`src/rtl/ldm_pkg.sv`:
```
// Shared encodings for the LDM/STM sequencer: addressing modes from {P,U},
// sequencer states and the default register stride.
package ldm_pkg;

  localparam int WORD_BYTES_DEF = 4;

  typedef enum logic [1:0] {
    AM_DA = 2'b00,
    AM_IA = 2'b01,
    AM_DB = 2'b10,
    AM_IB = 2'b11
  } amode_e;

  typedef enum logic {
    ST_IDLE = 1'b0,
    ST_XFER = 1'b1
  } state_e;

  function automatic amode_e amode_of(input logic p, input logic u);
    return amode_e'({p, u});
  endfunction

endpackage

```
`src/rtl/ldm_stm_seq_lsb_pick.sv`:
```
// Lowest-set-bit finder: reports whether any bit is set, its index and a
// one-hot mask of it, so the caller can clear it and chain the next pick.
module lsb_pick #(
  parameter int W  = 16,
  parameter int IW = $clog2(W)
) (
  input  logic [W-1:0]  vec_i,
  output logic          found_o,
  output logic [IW-1:0] index_o,
  output logic [W-1:0]  onehot_o
);

  // Isolate the lowest set bit and encode its position
  always_comb begin
    found_o  = |vec_i;
    onehot_o = vec_i & (~vec_i + W'(1'b1));
    index_o  = '0;
    for (int i = 0; i < W; i++) begin
      index_o = index_o | (onehot_o[i] ? IW'(i) : IW'(1'b0));
    end
  end

endmodule

```
`src/rtl/ldm_stm_seq.sv`:
```
// LDM/STM sequencer: expands a decoded register list into registered memory
// beats of up to LANES registers, with offsets relative to the base register.
module ldm_stm_seq
  import ldm_pkg::*;
#(
  parameter int REGLIST_W  = 16,
  parameter int LANES      = 1,
  parameter int ADDR_W     = 32,
  parameter int WORD_BYTES = WORD_BYTES_DEF,
  parameter int PC_IDX     = 15,
  localparam int RC_W      = $clog2(REGLIST_W)
) (
  input  logic                    clk,
  input  logic                    rst,
  input  logic                    en,
  input  logic                    i_vld,
  input  logic                    i_p,
  input  logic                    i_u,
  input  logic                    i_s,
  input  logic                    i_l,
  input  logic [REGLIST_W-1:0]    i_reglist,
  output logic                    o_hold,
  output logic                    o_mem_vld,
  output logic [LANES-1:0]        o_lane_vld,
  output logic [LANES*RC_W-1:0]   o_reg_code,
  output logic [LANES*ADDR_W-1:0] o_offset,
  output logic [ADDR_W-1:0]       o_wb_offset,
  output logic                    o_last,
  output logic                    o_spsr_res,
  output logic                    o_user_bank,
  output logic                    o_flushreq
);

  localparam int KW = $clog2(REGLIST_W + 1);
  localparam logic [ADDR_W-1:0] WB = ADDR_W'(WORD_BYTES);

  state_e                    state_q, state_d;
  logic [REGLIST_W-1:0]      rem_q, rem_d;
  logic [KW-1:0]             k_q, k_d;
  logic [ADDR_W-1:0]         start_q, start_d;
  logic                      s_q, s_d, l_q, l_d, pcl_q, pcl_d;
  logic                      mem_vld_q, mem_vld_d, last_q, last_d;
  logic                      spsr_q, spsr_d, ubank_q, ubank_d, flush_q, flush_d;
  logic [LANES-1:0]          lane_vld_q, lane_vld_d;
  logic [LANES*RC_W-1:0]     code_q, code_d;
  logic [LANES*ADDR_W-1:0]   off_q, off_d;
  logic [ADDR_W-1:0]         wb_q, wb_d;

  logic                      accept_s, load_s;
  logic [KW-1:0]             cnt_s, src_k_s, n_issued_s;
  logic [ADDR_W-1:0]         n_bytes_s, start_calc_s, wb_calc_s, src_start_s;
  logic [REGLIST_W-1:0]      src_list_s, rem_next_s;
  logic                      src_s_s, src_l_s, src_pcl_s, pc_beat_s;
  logic [LANES-1:0]          found_s;
  logic [LANES-1:0][RC_W-1:0] idx_s;
  logic [LANES*RC_W-1:0]     beat_code_s;
  logic [LANES*ADDR_W-1:0]   beat_off_s;

  // A new instruction may enter while idle or alongside the final beat
  assign accept_s = i_vld & en & ((state_q == ST_IDLE) | last_q);
  assign load_s   = accept_s | (en & (state_q == ST_XFER) & ~last_q);

  // Population count of the incoming register list
  always_comb begin
    cnt_s = '0;
    for (int b = 0; b < REGLIST_W; b++) begin
      cnt_s = cnt_s + KW'(i_reglist[b]);
    end
  end

  assign n_bytes_s = ADDR_W'(cnt_s) * WB;
  assign wb_calc_s = i_u ? n_bytes_s : (ADDR_W'(1'b0) - n_bytes_s);

  // Offset of the lowest-addressed register for each addressing mode
  always_comb begin
    case (amode_of(i_p, i_u))
      AM_IA:   start_calc_s = '0;
      AM_IB:   start_calc_s = WB;
      AM_DA:   start_calc_s = WB - n_bytes_s;
      AM_DB:   start_calc_s = ADDR_W'(1'b0) - n_bytes_s;
      default: start_calc_s = '0;
    endcase
  end

  assign src_list_s  = accept_s ? i_reglist : rem_q;
  assign src_k_s     = accept_s ? KW'(1'b0) : k_q;
  assign src_start_s = accept_s ? start_calc_s : start_q;
  assign src_s_s     = accept_s ? i_s : s_q;
  assign src_l_s     = accept_s ? i_l : l_q;
  assign src_pcl_s   = accept_s ? i_reglist[PC_IDX] : pcl_q;

  for (genvar g = 0; g < LANES; g++) begin : g_lane
    logic [REGLIST_W-1:0] vec_s, oh_s, nxt_s;
    if (g == 0) begin : g_first
      assign vec_s = src_list_s;
    end else begin : g_chain
      assign vec_s = g_lane[g-1].nxt_s;
    end
    lsb_pick #(.W(REGLIST_W), .IW(RC_W)) u_pick (
      .vec_i    (vec_s),
      .found_o  (found_s[g]),
      .index_o  (idx_s[g]),
      .onehot_o (oh_s)
    );
    assign nxt_s = vec_s & ~oh_s;
  end

  assign rem_next_s = g_lane[LANES-1].nxt_s;

  // Per-lane register code and offset of the beat being formed
  always_comb begin
    beat_code_s = '0;
    beat_off_s  = '0;
    pc_beat_s   = 1'b0;
    n_issued_s  = '0;
    for (int j = 0; j < LANES; j++) begin
      if (found_s[j]) begin
        beat_code_s[j*RC_W +: RC_W]     = idx_s[j];
        beat_off_s[j*ADDR_W +: ADDR_W]  = src_start_s + (ADDR_W'(src_k_s) + ADDR_W'(j)) * WB;
        pc_beat_s                       = pc_beat_s | (idx_s[j] == RC_W'(PC_IDX));
        n_issued_s                      = n_issued_s + KW'(1'b1);
      end else begin
        beat_code_s[j*RC_W +: RC_W]     = '0;
        beat_off_s[j*ADDR_W +: ADDR_W]  = '0;
      end
    end
  end

  // Next-state and next-output selection
  always_comb begin
    state_d    = state_q;
    rem_d      = rem_q;
    k_d        = k_q;
    start_d    = start_q;
    s_d        = s_q;
    l_d        = l_q;
    pcl_d      = pcl_q;
    wb_d       = wb_q;
    mem_vld_d  = mem_vld_q;
    lane_vld_d = lane_vld_q;
    code_d     = code_q;
    off_d      = off_q;
    last_d     = last_q;
    spsr_d     = spsr_q;
    ubank_d    = ubank_q;
    flush_d    = flush_q;
    if (load_s) begin
      state_d    = ST_XFER;
      rem_d      = rem_next_s;
      k_d        = src_k_s + n_issued_s;
      start_d    = src_start_s;
      s_d        = src_s_s;
      l_d        = src_l_s;
      pcl_d      = src_pcl_s;
      wb_d       = accept_s ? wb_calc_s : wb_q;
      mem_vld_d  = found_s[0];
      lane_vld_d = found_s;
      code_d     = beat_code_s;
      off_d      = beat_off_s;
      last_d     = (rem_next_s == '0);
      spsr_d     = src_s_s & src_l_s & pc_beat_s;
      ubank_d    = src_s_s & ~(src_l_s & src_pcl_s) & found_s[0];
      flush_d    = src_l_s & pc_beat_s;
    end else if (en && state_q == ST_XFER) begin
      // Final beat shown with nothing queued behind it: drop back to idle
      state_d    = ST_IDLE;
      rem_d      = '0;
      k_d        = '0;
      mem_vld_d  = 1'b0;
      lane_vld_d = '0;
      code_d     = '0;
      off_d      = '0;
      last_d     = 1'b0;
      spsr_d     = 1'b0;
      ubank_d    = 1'b0;
      flush_d    = 1'b0;
    end else begin
      state_d    = state_q;
    end
  end

  // State and output registers
  always_ff @(posedge clk or posedge rst) begin
    if (rst) begin
      state_q    <= ST_IDLE;
      rem_q      <= '0;
      k_q        <= '0;
      start_q    <= '0;
      s_q        <= 1'b0;
      l_q        <= 1'b0;
      pcl_q      <= 1'b0;
      wb_q       <= '0;
      mem_vld_q  <= 1'b0;
      lane_vld_q <= '0;
      code_q     <= '0;
      off_q      <= '0;
      last_q     <= 1'b0;
      spsr_q     <= 1'b0;
      ubank_q    <= 1'b0;
      flush_q    <= 1'b0;
    end else begin
      state_q    <= state_d;
      rem_q      <= rem_d;
      k_q        <= k_d;
      start_q    <= start_d;
      s_q        <= s_d;
      l_q        <= l_d;
      pcl_q      <= pcl_d;
      wb_q       <= wb_d;
      mem_vld_q  <= mem_vld_d;
      lane_vld_q <= lane_vld_d;
      code_q     <= code_d;
      off_q      <= off_d;
      last_q     <= last_d;
      spsr_q     <= spsr_d;
      ubank_q    <= ubank_d;
      flush_q    <= flush_d;
    end
  end

  assign o_hold      = (state_q == ST_XFER) & ~last_q;
  assign o_mem_vld   = mem_vld_q;
  assign o_lane_vld  = lane_vld_q;
  assign o_reg_code  = code_q;
  assign o_offset    = off_q;
  assign o_wb_offset = wb_q;
  assign o_last      = last_q;
  assign o_spsr_res  = spsr_q;
  assign o_user_bank = ubank_q;
  assign o_flushreq  = flush_q;

endmodule

```
`config.mk`:
```
export PLATFORM = sky130hd
export DESIGN_NAME = ldm_stm_seq
export DESIGN_NICKNAME = d
export VERILOG_FILES = /design/src/rtl/ldm_pkg.sv /design/src/rtl/ldm_stm_seq_lsb_pick.sv /design/src/rtl/ldm_stm_seq.sv
export SDC_FILE = /design/constraint.sdc
export NUM_CORES = 1
export LEC_CHECK = 0
export ABC_AREA = 1
export CELL_PAD_IN_SITES_DETAIL_PLACEMENT = 0
export CELL_PAD_IN_SITES_GLOBAL_PLACEMENT = 1
export CORE_ASPECT_RATIO = 0.8
export CORE_MARGIN = 2
export CORE_UTILIZATION = 40
export CTS_CLUSTER_DIAMETER = 50
export CTS_CLUSTER_SIZE = 30
export DETAILED_ROUTE_END_ITERATION = 8
export HOLD_SLACK_MARGIN = 0.1
export PLACE_DENSITY_LB_ADDON = 0.1
export SYNTH_ARGS = -nofsm -noshare
export SYNTH_HDL_FRONTEND = slang
export SYNTH_SLANG_ARGS = --single-unit
```
`constraint.sdc`:
```
create_clock -name clk -period 4.25 [get_ports clk]
set_clock_uncertainty 0.2 [all_clocks]
set_input_delay 0.85 -clock clk [delete_from_list [all_inputs] [get_ports clk]]
set_output_delay 0.85 -clock clk [all_outputs]
set_load 0.01 [all_outputs]
```
### Word level (Yosys, flattened, before mapping)

Index checks and enable logic that the tools add are counted.

* register bits: 130
* input bits: 24
* logic and storage cells: 121

* add/subtract/negate cells: 20
* equality and inequality tests: 4
* multiplexer cells: 42
* bitwise logic cells: 34
* reduce and logical (&&, ||, !) cells: 6

Operator list (count)
* 2-to-1 mux 32 bit: 5
* case mux 32 bit (4 select lines): 1
* bitwise OR 4 bit: 14
* adder 5 x 1 -> 5 bit: 11
* 2-to-1 mux 16 bit: 3
* 2-to-1 mux 4 bit: 11
* adder 32 x 7 -> 32 bit: 1
* bitwise AND 16 bit: 2
* NOT 16 bit: 2
* adder 16 x 1 -> 16 bit, second input constant: 1
* logical NOT 16 bit: 1
* OR reduction 16 bit: 1
* 2-to-1 mux 5 bit: 3
* 2-to-1 mux 1 bit: 13
* 2-to-1 mux 3 bit: 4
* bitwise AND 1 bit: 11
* subtractor 1 x 7 -> 8 bit, first input constant: 1
* subtractor 3 x 7 -> 8 bit, first input constant: 1
* adder 4 x 1 -> 5 bit: 1
* adder 5 bit: 1
* adder 3 x 1 -> 4 bit: 1
* equality test 2 bit, second input constant: 2
* equality test 4 bit, second input constant: 1
* 2-to-1 mux 2 bit: 2
* other kinds (9): 12

### Longest topological paths before layout

* depth in word-level cells: 26
* depth in mapped cells: 31
* depth with buffers taken out: 31

### By module

From an unflattened synthesis, not the netlist that was laid out.

* cells, all modules: 872
* area total of the unflattened synthesis: 6568.8 µm²

By module, submodules not included
* ldm_stm_seq: instances 1, cells each 781, area an instance 6154.7 µm²
* lsb_pick: instances 1, cells each 91, area an instance 414.1 µm²

### Worst setup path before layout

OpenSTA, ideal clock, no wires.

* path type: input-to-reg
* start point: input i_reglist[0]
* end point: register off_q[27], in the netlist o_offset[27]
* setup time: 0.117 ns
* data arrival time: 5.847 ns
* required time: 3.933 ns
* setup slack: -1.914 ns
* cell stages on the path: 25
* buffers on the path: 0
* path through: inv_1 -> fa_1 -> fa_1 -> fa_1 -> fa_1 -> inv_1 -> ha_1 -> fa_1 -> xor2_1 -> inv_1 -> ha_1 -> a21oi_1 -> a21oi_1 -> ha_1 -> nand3_1 -> nand2_1 -> a21oi_1 -> o21ai_0 -> nand2_2 -> nor2_4 -> nand3_2 -> nor2_1 -> nand2_1 -> nand3_1 -> nand2_1

* longest elaborated chain between the ends: 21
* elaborated cells between the ends (all ways): 24
* classes of those cells: add/sub (18); mux (5); reduce/logical (1)

RTL lines
* start, declared: RTL line ldm_stm_seq.sv:21 `input logic [REGLIST_W-1:0] i_reglist,`
* adder 1 x 1 -> 2 bit (*): RTL line ldm_stm_seq.sv:67 `cnt_s = cnt_s + KW'(i_reglist[b]);`
* adder 2 x 1 -> 3 bit (*): RTL line ldm_stm_seq.sv:67
* adder 3 x 1 -> 4 bit (*): RTL line ldm_stm_seq.sv:67
* adder 4 x 1 -> 5 bit (*): RTL line ldm_stm_seq.sv:67
* adder 5 x 1 -> 5 bit (*) (11 in series): RTL line ldm_stm_seq.sv:67
* subtractor 1 x 7 -> 8 bit or subtractor 3 x 7 -> 8 bit (tied branches): RTL line ldm_stm_seq.sv:80, ldm_stm_seq.sv:79
* case mux 32 bit (4 select lines) (*): RTL line ldm_stm_seq.sv:76 `case (amode_of(i_p, i_u))`
* 2-to-1 mux 32 bit (*): RTL line ldm_stm_seq.sv:87 `assign src_start_s = accept_s ? start_calc_s : start_q;`
* via src_start_s[4]: RTL line ldm_stm_seq.sv:51 `logic [ADDR_W-1:0] n_bytes_s, start_calc_s, wb_calc_s, src_start_s;`
* adder 32 x 7 -> 32 bit (*): RTL line ldm_stm_seq.sv:119 `beat_off_s[j*ADDR_W +: ADDR_W] = src_start_s + (ADDR_W'(src_k_s) + ADDR_W'(j)) * WB;`
* 2-to-1 mux 32 bit (*): RTL line ldm_stm_seq.sv:117 `if (found_s[j]) begin`
* 2-to-1 mux 32 bit (*): RTL line ldm_stm_seq.sv:147 `if (load_s) begin`
* end signal, assigned: RTL line ldm_stm_seq.sv:196 `off_q <= '0;`
* end signal, assigned: RTL line ldm_stm_seq.sv:213 `off_q <= off_d;`
* end, declared: RTL line ldm_stm_seq.sv:46 `logic [LANES*ADDR_W-1:0] off_q, off_d;`

The timed path passes the listed nets; every way through them passes the cells marked *.
A chain may end at the register's enable or synchronous reset.

### Worst setup path in the final report

* start point: input i_reglist[15]
* end point: register off_q[25], in the netlist o_offset[25]

* longest elaborated chain between the ends: 7
* elaborated cells between the ends (all ways): 10
* classes of those cells: add/sub (4); mux (5); reduce/logical (1)

RTL lines (RTL line)
* adder 5 x 1 -> 5 bit (*): ldm_stm_seq.sv:67
* subtractor 1 x 7 -> 8 bit or subtractor 3 x 7 -> 8 bit (tied branches): ldm_stm_seq.sv:80, ldm_stm_seq.sv:79
* case mux 32 bit (4 select lines) (*): ldm_stm_seq.sv:76
* 2-to-1 mux 32 bit (*): ldm_stm_seq.sv:87
* via src_start_s[4]: ldm_stm_seq.sv:51
* adder 32 x 7 -> 32 bit (*): ldm_stm_seq.sv:119
* 2-to-1 mux 32 bit (*): ldm_stm_seq.sv:117
* 2-to-1 mux 32 bit (*): ldm_stm_seq.sv:147

Marks and branches as above.

==> flow_metrics.py <==
metrics = {
    "outcome": {
        "status": "complete, but fails checks",
        "violations": "negative setup slack",
    },
    "setup_path": {
        "cp_max_fo": 4,
        "cp.arrival_ns": 5.96,
        "worst_setup_path_end_kind": "flop",
        "required_ns": 4.30,
        "r2r_start": "o_last$_DFFE_PP0P_",
        "crit_path_start": "i_reglist[15]",
        "path_class": "input pin to flop",
        "cp-start-kind": "input pin",
    },
    "flow_run": {
        "cap_violations": 0,
    },
    "cells_and_area": {
        "final_common_cell": "nand2_1",
        "syn_to_final_growth_pct": 52.8,
        "final_net_count": 1092,
        "fillers": 1340,
        "antenna_cells": 0,
        "layout_common_cells": "nand2_1, buf_4, dfrtp_1",
        "drive_above_1_share": 0.372,
        "register_area_um2": 2580,
        "multi_input_area_um2": 3730,
    },
    "timing": {
        "setup_ws_ns": -1.67,
        "holdWs_ns": 0.278,
        "period_share": 1.39,
        "period_minus_slack_ns": 5.92,
        "slew_headroom": 0.574,
        "setup_viol": 64,
        "tightestPinTransition_ns": 0.639,
        "hold_viol_final": 0,
        "slew_violations": 0,
        "rsz0062_at_grt": "yes",
        "max_freq_ghz": 0.169,
    },
    "logic_synthesis": {
        "synth.largest_area_cell": "dfrtp_1",
        "netlist.area_leader.share": 0.400,
        "yosys_warnings": 0,
        "synth_edf_count": 0,
        "synth_area_leaders": "dfrtp_1, nand2_1, inv_1, nand3_1, nor2_1",
        "ys.flop_type": "dfrtp_1",
        "synth.distinct_cells": 47,
        "async_flop_share": 1.00,
        "syn_inst": 824,
        "syn_avg_cell_area_um2": 7.81,
        "synth_seq_cells": 103,
        "synth_seq_area_share": 0.400,
        "synth_area_um2": 6440,
    },
    "clocking": {
        "cts_sinks": 103,
        "clock_latency_ns": 0.35,
        "cts-buffers-inserted": 9,
        "cts.path.max_buffers": 2,
        "root_buffer": "clkbuf_16",
        "h-tree-depth": 3,
        "cts_tree": "built",
        "holdBufCountCts": 0,
        "clkTransAtPathRegs_ns": 0.07,
    },
    "placed_design": {
        "io_buffer_count": 96,
        "place_hpwl_um": 13300,
        "gp_congestion": 0.897,
    },
    "detailed_routing": {
        "vias_per_cell": 5.02,
        "drtPass1Iterations": 5,
        "via_count": 6330,
        "ant_nets": 0,
        "avgRoutedWirePerCell_um": 16.4,
        "drc": 0,
        "first_iter_violations": 347,
        "drt_wl_total_um": 20700,
    },
    "global_routing": {
        "grt_use_met2": 0.364,
        "grt_use_met3": 0.0438,
        "grt_pass1_wl_um": 32700,
        "grt_pass1_vias": 6284,
        "grt_util_all_layers": 0.240,
        "gr-total-overflow": 0,
        "antenna_found_initial": 0,
        "grt.met1_usage": 0.357,
        "grt_max_degree": 81,
        "busiest_layer": "met2",
    },
    "floorplan": {
        "rows": 41,
        "pin_count": 99,
        "dieHeight_um": 117,
        "die_w_um": 146,
        "initial_core_util": 0.409,
        "dieArea_um2": 17100,
        "core-area_um2": 15700,
    },
    "power_and_ir_drop": {
        "vdd_drop_max_mv": 0.350,
        "p_leak_nw": 4.76,
        "power.total_mw": 7.57,
        "power.density_nw_per_um2": 769,
    },
    "worst_hold_path": {
        "worst_hold_path_type": "flop to flop",
        "holdCritStartpoint": "o_offset[20]$_DFFE_PP0P_",
    },
}
==> synth_stat cells (all sizes together) (8+ instances only) <==
| cell | count |
|---|---|
| nand4 | 8 |
| fa | 11 |
| dfrtp | 103 |
| inv | 124 |
| nand3 | 66 |
| o22ai | 14 |
| clkbuf | 8 |
| nor2 | 80 |
| nand2 | 211 |
| o21ai | 70 |
| ha | 14 |
| or2 | 15 |
| buf | 44 |
| a21oi | 19 |
==> power by group <==
part / total [mW] / switching, mW / internal, mW
clock network: 0.897 / 0.367 / 0.530
registers: 1.56 / 0.195 / 1.36
logic: 5.11 / 2.63 / 2.48
==> layer usage <==
metal	vias to the layer above	share of wire
met3	32	0.055
met1	3061	0.49
met5	-	0
met2	207	0.44
met4	0	0.019
li1	3030	-
==> timing repair <==
action | CTS | global route
gates cloned | 4 | 0
buffers inserted | 68 | 32
resized for setup | 176 | 96
pin swaps | 52 | 57
setup endpoints to repair | 65 | 86
==> stage by stage <==
stage,cell area (um^2),TNS (ns),setup WS [ns],util,instances
floorplan,6590,-54.13,-1.60,-,825
global placement,8090,-109.75,-2.49,0.514,1168
detailed placement,8090,-115.37,-2.61,0.514,1168
CTS,9340,-55.00,-1.55,0.593,1248
global route,9840,-71.78,-1.83,0.625,1262
finish,9840,-63.72,-1.67,0.625,1262
==> state kept, by name, summed over array words and instances, names as in the netlist, 4 cells and up <==
signal       count
o_wb_offset      6
rem_q           15
start_q         32
o_offset        32
k_q              5
o_reg_code       4
==> worst max-delay path: stages <==
cell and delay (ns):
buf_8 0.08, inv_4 0.03, fa_1 0.55, fa_1 0.46
fa_1 0.50, fa_1 0.54, inv_2 0.06, ha_4 0.16
fa_2 0.56, inv_2 0.07, ha_4 0.17, xor2_2 0.13
inv_1 0.08, nand2_2 0.11, a21oi_4 0.07, ha_4 0.33
a21oi_4 0.08, nand2_4 0.10, a21oi_4 0.07, o21ai_4 0.19
nand2_4 0.09, buf_6 0.12, nand3b_1 0.22, nor2_1 0.14
nand2_1 0.05, nand3_1 0.08, nand2_1 0.05
==> cell type report <==
| class | instances | share of cell area |
|---|---|---|
| clock buffers | 12 | 0.0251 |
| clock inverters | 3 | 0.00687 |
| inverters | 126 | 0.0532 |
| multi-input cells | 545 | 0.379 |
| flip-flops and latches | 103 | 0.262 |
| well taps | 215 | 0.0273 |
| repair buffers | 256 | 0.244 |
| repair inverters | 2 | 0.00280 |
==> kinds of logic after synthesis <==
group                      share of synthesized area
and+or+nand+nor                                0.280
DFF                                            0.400
other                                       0.000583
adders and majority gates                     0.0614
xor gates and xnor gates                      0.0136
AOI/OAI and AO/OA                              0.109
buffers and inverters                          0.135
==> worst paths after layout <==
check,cells past startpoint,end,slack (ns)
worst max-delay path,27,o_offset[25]$_DFFE_PP0P_,-1.67
worst max register to register,17,o_offset[25]$_DFFE_PP0P_,1.00
worst min register to register,2,o_offset[20]$_DFFE_PP0P_,0.28
worst min-delay path,2,o_offset[20]$_DFFE_PP0P_,0.28
min in group asynchronous,2,o_offset[20]$_DFFE_PP0P_,0.61
max in group asynchronous,3,rem_q[9]$_DFFE_PP0P_,2.52
(Power assumes the default switching activity.)
